File: src/rtl/reg_write_scheduler.sv
// Two-port register-write scheduler: round-robin accept into a shared FIFO, one write per cycle out.
// Global writes (number[14]=0) only leave the FIFO inside the window opened by i_FrameStart.
module reg_write_scheduler #(
    parameter int DEPTH         = 8,
    parameter int GLOBAL_WINDOW = 4
) (
    input  logic                       i_Clock,
    input  logic                       i_Reset,
    input  logic                       i_A_Valid,
    output logic                       o_A_Ready,
    input  logic [14:0]                i_A_Number,
    input  logic [15:0]                i_A_Value,
    input  logic                       i_B_Valid,
    output logic                       o_B_Ready,
    input  logic [14:0]                i_B_Number,
    input  logic [15:0]                i_B_Value,
    input  logic                       i_FrameStart,
    output logic                       o_RegisterWriteEnable,
    output logic [14:0]                o_RegisterWriteNumber,
    output logic [15:0]                o_RegisterWriteValue,
    output logic [$clog2(DEPTH+1)-1:0] o_Pending
);

    localparam int PTR_W = $clog2(DEPTH);
    localparam int CNT_W = $clog2(DEPTH + 1);
    localparam int WIN_W = $clog2(GLOBAL_WINDOW + 1);

    // Storage is read asynchronously: the head's number[14] gates the pop in the same cycle.
    logic [14:0] num_mem [DEPTH];
    logic [15:0] val_mem [DEPTH];

    logic [PTR_W-1:0] wr_ptr_reg, wr_ptr_next;
    logic [PTR_W-1:0] rd_ptr_reg, rd_ptr_next;
    logic [CNT_W-1:0] count_reg, count_next;
    logic             prio_b_reg, prio_b_next;
    logic [WIN_W-1:0] win_reg, win_next;

    logic        full;
    logic        empty;
    logic        a_push;
    logic        b_push;
    logic        push;
    logic [14:0] push_num;
    logic [15:0] push_val;
    logic        win_active;
    logic [14:0] head_num;
    logic [15:0] head_val;
    logic        pop;

    assign full  = (count_reg == CNT_W'(DEPTH));
    assign empty = (count_reg == '0);

    assign o_A_Ready = !full && (!i_B_Valid || !prio_b_reg);
    assign o_B_Ready = !full && (!i_A_Valid ||  prio_b_reg);
    assign a_push    = i_A_Valid && o_A_Ready;
    assign b_push    = i_B_Valid && o_B_Ready;
    assign push      = a_push || b_push;
    assign push_num  = a_push ? i_A_Number : i_B_Number;
    assign push_val  = a_push ? i_A_Value  : i_B_Value;

    assign win_active = i_FrameStart || (win_reg != '0);
    assign head_num   = num_mem[rd_ptr_reg];
    assign head_val   = val_mem[rd_ptr_reg];
    // A blocked global head stalls everything behind it; strict order is kept on purpose.
    assign pop        = !empty && (head_num[14] || win_active);

    assign o_Pending = count_reg;

    always_comb begin
        wr_ptr_next = wr_ptr_reg;
        rd_ptr_next = rd_ptr_reg;
        count_next  = count_reg;
        prio_b_next = prio_b_reg;
        win_next    = win_reg;

        if (push) begin
            wr_ptr_next = wr_ptr_reg + PTR_W'(1);
        end
        if (pop) begin
            rd_ptr_next = rd_ptr_reg + PTR_W'(1);
        end
        case ({push, pop})
            2'b10:   count_next = count_reg + CNT_W'(1);
            2'b01:   count_next = count_reg - CNT_W'(1);
            default: count_next = count_reg;
        endcase

        // Priority only rotates on genuine contention that resulted in a grant.
        if (i_A_Valid && i_B_Valid && push) begin
            prio_b_next = !prio_b_reg;
        end

        if (i_FrameStart) begin
            win_next = WIN_W'(GLOBAL_WINDOW - 1);
        end else if (win_reg != '0) begin
            win_next = win_reg - WIN_W'(1);
        end
    end

    always_ff @(posedge i_Clock) begin
        if (i_Reset) begin
            wr_ptr_reg            <= '0;
            rd_ptr_reg            <= '0;
            count_reg             <= '0;
            prio_b_reg            <= 1'b0;
            win_reg               <= '0;
            o_RegisterWriteEnable <= 1'b0;
            o_RegisterWriteNumber <= '0;
            o_RegisterWriteValue  <= '0;
        end else begin
            wr_ptr_reg            <= wr_ptr_next;
            rd_ptr_reg            <= rd_ptr_next;
            count_reg             <= count_next;
            prio_b_reg            <= prio_b_next;
            win_reg               <= win_next;
            o_RegisterWriteEnable <= pop;
            if (pop) begin
                o_RegisterWriteNumber <= head_num;
                o_RegisterWriteValue  <= head_val;
            end
        end
    end

    // Entry contents need no reset: occupancy alone decides what is valid.
    always_ff @(posedge i_Clock) begin
        if (push && !i_Reset) begin
            num_mem[wr_ptr_reg] <= push_num;
            val_mem[wr_ptr_reg] <= push_val;
        end
    end

endmodule

File: config.mk
export PLATFORM = sky130hd
export DESIGN_NAME = reg_write_scheduler
export DESIGN_NICKNAME = d
export VERILOG_FILES = /design/src/rtl/reg_write_scheduler.sv
export SDC_FILE = /design/constraint.sdc
export NUM_CORES = 1
export LEC_CHECK = 0
export CAP_MARGIN = 25
export CELL_PAD_IN_SITES_DETAIL_PLACEMENT = 1
export CELL_PAD_IN_SITES_GLOBAL_PLACEMENT = 2
export CORE_ASPECT_RATIO = 1.5
export CORE_MARGIN = 3
export CORE_UTILIZATION = 43
export CTS_CLUSTER_DIAMETER = 50
export CTS_CLUSTER_SIZE = 12
export DETAILED_ROUTE_END_ITERATION = 8
export DONT_BUFFER_PORTS = 1
export GPL_ROUTABILITY_DRIVEN = 0
export PLACE_DENSITY_LB_ADDON = 0.1
export SYNTH_ARGS = -nofsm -noshare
export SYNTH_HDL_FRONTEND = slang
export SYNTH_SLANG_ARGS = --single-unit
File: constraint.sdc
create_clock -name i_Clock -period 4.35 [get_ports i_Clock]
set_input_delay 0.6525 -clock i_Clock [delete_from_list [all_inputs] [get_ports i_Clock]]
set_output_delay 0.6525 -clock i_Clock [all_outputs]
set_load 0.1 [all_outputs]
==> run summary, run 1 <==
IO Port Bufs: 0
Syn Inst Count: 606
Clock Skew: 11.0 ps
Seq/Total Area, Yosys: 72.8%
slowest CP cell: nor4b_1
most instantiated library cell after synthesis: edfxtp_1
root buffer cell: clkbuf_16
Worst-Margin Slew: 1010 ps
PwrDens: 657 nW/um^2
buffer depth of the longest clock path: 3
R2R setup slack: 1460 ps
top-area cell type share of the netlist area: 64.4%
worst ir drop on vdd: 0.000414 V
Fillers: 2388
die area: 29000 um^2
clock sinks: 297
Mapped Avg Cell Area: 19.1 um^2
Largest Register: val_mem
Data arrival, critical path: 3350 ps
EDFF count, synth: 248
antenna violations before repair: 3
Fmax: 346 MHz
leakage: 4.06 nW
Post-synth ARST share: 0%
diode count: 0
TNS Setup: 0 ps
die width: 140 um
Net count, final: 702
GR Util met1: 21.2%
num rows: 72
yosys warns: 0
CP Cell Sequence: nor4b_1 -> nor2_1 -> inv_1 -> ha_1 -> ha_1 -> a21o_1 -> a21oi_1 -> xnor2_1 -> or3_1 -> a21oi_1
Post-DP HPWL: 15000 um
Worst path max stage delay: 720 ps
Yosys reg bits: 297
max reg flops: 128
Max Fanout on Critical Path: 7
post-CTS setup buffers: 0
top cells by area, synth: edfxtp_1 (64%), mux4_2 (12%), dfxtp_1 (8.5%)
DP Area: 12100 um^2
hold crit path type: in -> reg
Hold Vio Cnt, Final: 0
met2 Resource Use GR: 32.5%
Final setup viols: 0
Residual DRC: 0
status: finished clean
CP required: 4810 ps
Post-Syn Nets: 681
Finished Cell Area: 13000 um^2
drt total wl: 24900 um
H-tree lvl count: 1
Global Route met3 Usage: 2.93%
Setup crit end kind: flop
Starting Density: 44.3%
layout cell share with drive strength beyond 1: 27.0%
Slew HR: 32.4%
Distinct cells, synth: 33
Post-Synthesis Cell Area: 11600 um^2
vias per cell: 5.58
Max-Cap Viols: 0
Slew Limit Fails: 0
die height: 207 um
Worst-path clk slew: 60 ps
Period minus WS final: 2890 ps
I/O pins: 105
WL per Instance: 25.3 um
Synth-to-Final Area Change: 12.0%
Total GRT Usage: 17.4%
cell accounting for the most synthesized area: edfxtp_1
CTS tree: done
antenna-violating nets left: 0
Final period util: 66.4%
leading cell types by count after synthesis: edfxtp_1 (248), mux4_2 (61), dfxtp_1 (49), nor2_1 (49), mux2i_1 (35)
biggest regs: val_mem: 128 flops, num_mem: 120 flops, o_RegisterWriteValue: 16 flops
DR vias: 5475
vias in the first global route: 6247
DRT Pass-1 Iters: 4
hold_buf cts: 0
ys flop type: edfxtp_1
clk_lat worst skew: 530 ps
post-CTS resize count: 0
Crit Path Class: reg -> reg
DR iter-0 viols: 321
core area: 26100 um^2
remaining global-route overflow: 0
GRT busiest layer: met2
RSZ-0062 raised after global routing: no
largest net degree at the start of global routing: 66
global-route wire length before repair: 38100 um
Worst setup SP type: flop
CTS buffer count: 29
placed cells by master (no fill, tap or decap), drive strengths merged:
master  netlist  final
or3           2      2
ha            7      7
clkbuf       17     51
a21oi        12     12
nor3          5      5
a21bo         1      1
or2           1      1
inv           8      8
mux4         61     61
nor4          3      3
mux2         31     31
xnor2         4      4
buf          18     25
a211oi       31     31
nand2b        1      1
o21ai         2      2
nor4b         1      1
dfxtp        49     49
nor2b         3      3
nand2         8      8
edfxtp      248    248
a21o          1      1
nor3b         1      1
fa            1      1
nand3         1      1
nand3b        2      2
xor2          3      3
clkinv        0      1
mux2i        35     35
nor2         49     49
where the power goes:
part | internal, W | switching [W] | total, W
Combinational | 0.000771 | 0.00103 | 0.00180
Clock | 0.00131 | 0.000974 | 0.00228
Sequential | 0.00345 | 0.000989 | 0.00444
final timing paths:
kind,startpoint,depth (start not counted),end
setup reg to reg,o_Pending[0]$_SDFFE_PP0P_,10,o_Pending[3]$_SDFFE_PP0P_
setup / recovery,o_Pending[0]$_SDFFE_PP0P_,10,o_Pending[3]$_SDFFE_PP0P_
hold / removal,i_Reset,1,o_RegisterWriteValue[2]$_SDFFE_PP0N_
hold reg to reg,win_reg[1]$_SDFFE_PP0N_,2,win_reg[1]$_SDFFE_PP0N_
per-stage QoR:
stage | utilization (%) | cells | hold slack [ps] | setup WS, ps | power [W]
detailed placement | 46.3 | 929 | 489 | 1420 | 0.00634
global placement | 46.3 | 929 | 477 | 1510 | 0.00628
CTS | 49.6 | 981 | 155 | 1400 | 0.00865
floorplan | - | 606 | 463 | 23.2 | 0.00587
finish | 49.6 | 981 | 183 | 1460 | 0.00851
global route | 49.6 | 981 | 146 | 1130 | 0.00894
cell families after synthesis:
| logic type | after synthesis | synth area share [%] |
|---|---|---|
| compound gates | 47 | 3.10 |
| fa+ha+maj | 8 | 0.930 |
| buf+inv | 43 | 1.75 |
| xor+xnor | 7 | 0.530 |
| flops | 297 | 72.8 |
| simple gates | 77 | 2.92 |
| mux | 127 | 17.9 |
area by class of cell:
type / instances / area (um^2) / area share [%]
Multi-Input combinational cell: 266 / 3030 / 23.3
Clock inverter: 1 / 8.76 / 0.0676
Inverter: 8 / 30.0 / 0.232
Sequential cell: 297 / 8430 / 65.0
Timing Repair Buffer: 25 / 200 / 1.54
Clock buffer: 51 / 848 / 6.54
Tap cell: 333 / 417 / 3.21
worst max-delay path: cells and delay by family, from the launching register on:
kind	cells	cell delay (ps)
AO/OA/AOI/OAI	3	480
XOR/XNOR	1	100
AND/OR/NAND/NOR	3	1250
buffers and inverters	1	160
adder cells (fa/ha/maj)	2	450
flip-flops	1	380
routing by layer:
metal,wire length [um],vias to the layer above,part of all wire [%]
li1,-,2463,-
met1,9830,2849,40
met2,13500,121,54
met3,1080,36,4.3
met4,408,6,1.6
met5,60,-,0.24
Power figures use the tool's default switching activity.
==> inputs of run 2 (changes only) <==
Settings changed: CORE_UTILIZATION 43 to 48.
Clock period 4.35 ns to 3 ns, I/O delays scaled along.
==> run 2 against run 1 <==
First-iteration DRC count decreased by 7.5%. Power up 45%. Fmax rose by 4.6%.
==> run summary, run 2 (same netlist as run 1, synthesis figures left out) <==
R2R setup slack: 240 ps (-1220 ps)
status: finished clean
commonest non-fill, non-tap cell in the layout: edfxtp_1
GR Util met1: 23.6% (+2.4 points)
Fmax: 362 MHz (+4.6%)
final setup margin: 240 ps (-1220 ps)
global-route wire length before repair: 38000 um (-0.51%)
Slew HR: 31.7% (-0.72 points)
worst ir drop on vdd: 0.000646 V (+56%)
CP required: 3450 ps (-1360 ps)
I/O pins: 105 (unchanged)
biggest regs: val_mem: 128 flops, num_mem: 120 flops, o_RegisterWriteValue: 16 flops
CTS tree: done
layout cell share with drive strength beyond 1: 28.0% (+0.96 points)
diode count: 0 (unchanged)
DP Area: 12200 um^2 (+1.1%)
GRT busiest layer: met2
Data arrival, critical path: 3210 ps (-140 ps)
root buffer cell: clkbuf_16
register area: 8440 um^2 (about the same)
post-CTS setup buffers: 0 (unchanged)
met2 Resource Use GR: 35.7% (+3.2 points)
largest net degree at the start of global routing: 66 (unchanged)
antenna-violating nets left: 0 (unchanged)
Finished Cell Area: 13100 um^2 (+0.97%)
Net count, final: 713 (+1.6%)
IO Port Bufs: 0 (unchanged)
Setup crit end kind: flop
reg2reg start: win_reg[0]$_SDFFE_PP0N_
clock sinks: 297 (unchanged)
RSZ-0062 raised after global routing: no
PwrDens: 942 nW/um^2 (+43%)
Slew Limit Fails: 0 (unchanged)
slowest CP cell: nor2b_1
Synth-to-Final Area Change: 13.1%
Fillers: 2099 (-12%)
DR vias: 5535 (+1.1%)
num rows: 69 (-4.2%)
CP Cell Sequence: inv_1 -> ha_1 -> nor2b_1 -> nor2b_1 -> a21oi_4 -> ha_1 -> ha_1 -> a21o_1 -> a21oi_1 -> xnor2_1 -> or3_1 -> a21oi_1
Hold Path Origin: i_Reset
area of the multi-input gates: 3040 um^2 (+0.41%)
delay-heaviest family, CP: simple AND/OR/NAND/NOR gates
drt total wl: 24100 um (-3.0%)
die height: 196 um (-5.2%)
worst r2r path cells: 12 (+2)
DRT Pass-1 Iters: 4 (unchanged)
die width: 133 um (-5.1%)
remaining global-route overflow: 0 (unchanged)
DR iter-0 viols: 297 (-7.5%)
Worst Path Buf+Inv: 1 (unchanged)
hold crit path type: in -> reg
Worst-Margin Slew: 1020 ps (+10.8 ps)
buffer depth of the longest clock path: 3 (unchanged)
Period minus WS final: 2760 ps (-128 ps)
clk_lat worst skew: 530 ps (about the same)
Residual DRC: 0 (unchanged)
max reg flops: 128 (unchanged)
core area: 23700 um^2 (-9.1%)
TNS Setup: 0 ps (unchanged)
Post-DP HPWL: 14900 um (-0.78%)
Total GRT Usage: 19.0% (+1.6 points)
Starting Density: 48.7% (+4.4 points)
r2r endpoint: o_Pending[3]$_SDFFE_PP0P_
final core occ: 55.1% (+5.5 points)
Worst setup SP type: flop
Global Route met3 Usage: 2.36% (-0.57 points)
Crit Path Class: reg -> reg
Final period util: 92.0% (+26 points)
CP Depth: 12 (+2)
Worst-path clk slew: 60 ps (about the same)
H-tree lvl count: 1 (unchanged)
antenna violations before repair: 0 (-3)
Worst path most repeated cell: ha_1
commonest cells after routing, fill and taps aside: edfxtp_1 (248), mux4_2 (61), nor2_1 (45)
Max Fanout on Critical Path: 3 (-4)
vias per cell: 5.67 (+1.5%)
leakage: 4.11 nW (+1.4%)
WL per Instance: 24.7 um (-2.6%)
Final setup viols: 0 (unchanged)
CTS buffer count: 28 (-3.4%)
Largest Register: val_mem
Clock Skew: 12.8 ps (+1.84 ps)
Hold Vio Cnt, Final: 0 (unchanged)
Max-Cap Viols: 0 (unchanged)
vias in the first global route: 6421 (+2.8%)
Hold Crit Depth: 1 (unchanged)
post-CTS resize count: 0 (unchanged)
die area: 26000 um^2 (-10%)
Worst path max stage delay: 330 ps (-390 ps)
Place WS: 239 ps (-1180 ps)
## run 2: cell types whose count changed in the layout (fill, tap and decap cells not counted), sizes merged
cell / before / now
buf: 25 / 35
clkbuf: 51 / 49
dlygate4sd3: 0 / 2
## run 2: area by class of cell
cell class / instances / share of cell area [%]
flip-flops and latches: 297 / 64.5
multi-input cells: 266 / 23.2
clock buffers: 49 / 6.12
well taps: 319 / 3.05
repair buffers: 37 / 2.89
inverters: 8 / 0.229
clock inverters: 1 / 0.0382
## run 2: per-layer routing
metal | up-vias | wire length (um) | part of all wire, %
met4 | 0 | 327 | 1.4
met1 | 2925 | 9570 | 40
met3 | 21 | 807 | 3.3
met2 | 113 | 13400 | 56
li1 | 2476 | - | -
met5 | - | 0 | 0
## run 2: how the worst max path moves through the flow
| stage | endpoint | startpoint | slack [ps] |
|---|---|---|---|
| after global routing | o_Pending[3]$_SDFFE_PP0P_ | win_reg[1]$_SDFFE_PP0N_ | 30 |
| after CTS | o_Pending[3]$_SDFFE_PP0P_ | win_reg[1]$_SDFFE_PP0N_ | 210 |
| after detailed placement | o_Pending[3]$_SDFFE_PP0P_ | win_reg[1]$_SDFFE_PP0N_ | 240 |
| final | o_Pending[3]$_SDFFE_PP0P_ | win_reg[0]$_SDFFE_PP0N_ | 240 |
| after global placement | o_Pending[3]$_SDFFE_PP0P_ | win_reg[0]$_SDFFE_PP0N_ | 420 |
| after floorplan | num_mem[7][0]$_DFFE_PP_ | o_Pending[0]$_SDFFE_PP0P_ | -50 |
## run 2: worst reg2reg max path, cell delays in order, from the launching register on
cell,delay (ps)
dfxtp_1,320
inv_1,80
ha_1,170
nor2b_1,260
nor2b_1,330
a21oi_4,90
ha_1,230
ha_1,300
a21o_1,180
a21oi_1,180
xnor2_1,100
or3_1,310
a21oi_1,140
## run 2: per-stage QoR
| step | hold slack [ps] | total power (W) | cells |
|---|---|---|---|
| after detailed placement | 508 | 0.00928 | 924 |
| after global routing | 8.13 | 0.0129 | 977 |
| final | 31.2 | 0.0123 | 977 |
| after CTS | 1.17 | 0.0125 | 977 |
| after global placement | 475 | 0.00917 | 924 |
| after floorplan | 463 | 0.00854 | 606 |
## run 2: what timing repair did
| action | CTS | global route |
|---|---|---|
| endpoints found under the setup margin | 0 | 0 |
| hold endpoints to repair | 44 | 0 |
| hold buffers | 3 | 0 |
## run 2: power by group
group | switching, W | internal, W | leakage (nW)
Clock | 0.00140 | 0.00179 | 0.385
Combinational | 0.00163 | 0.00119 | 1.07
Sequential | 0.00133 | 0.00500 | 2.65
Total | 0.00435 | 0.00798 | 4.11
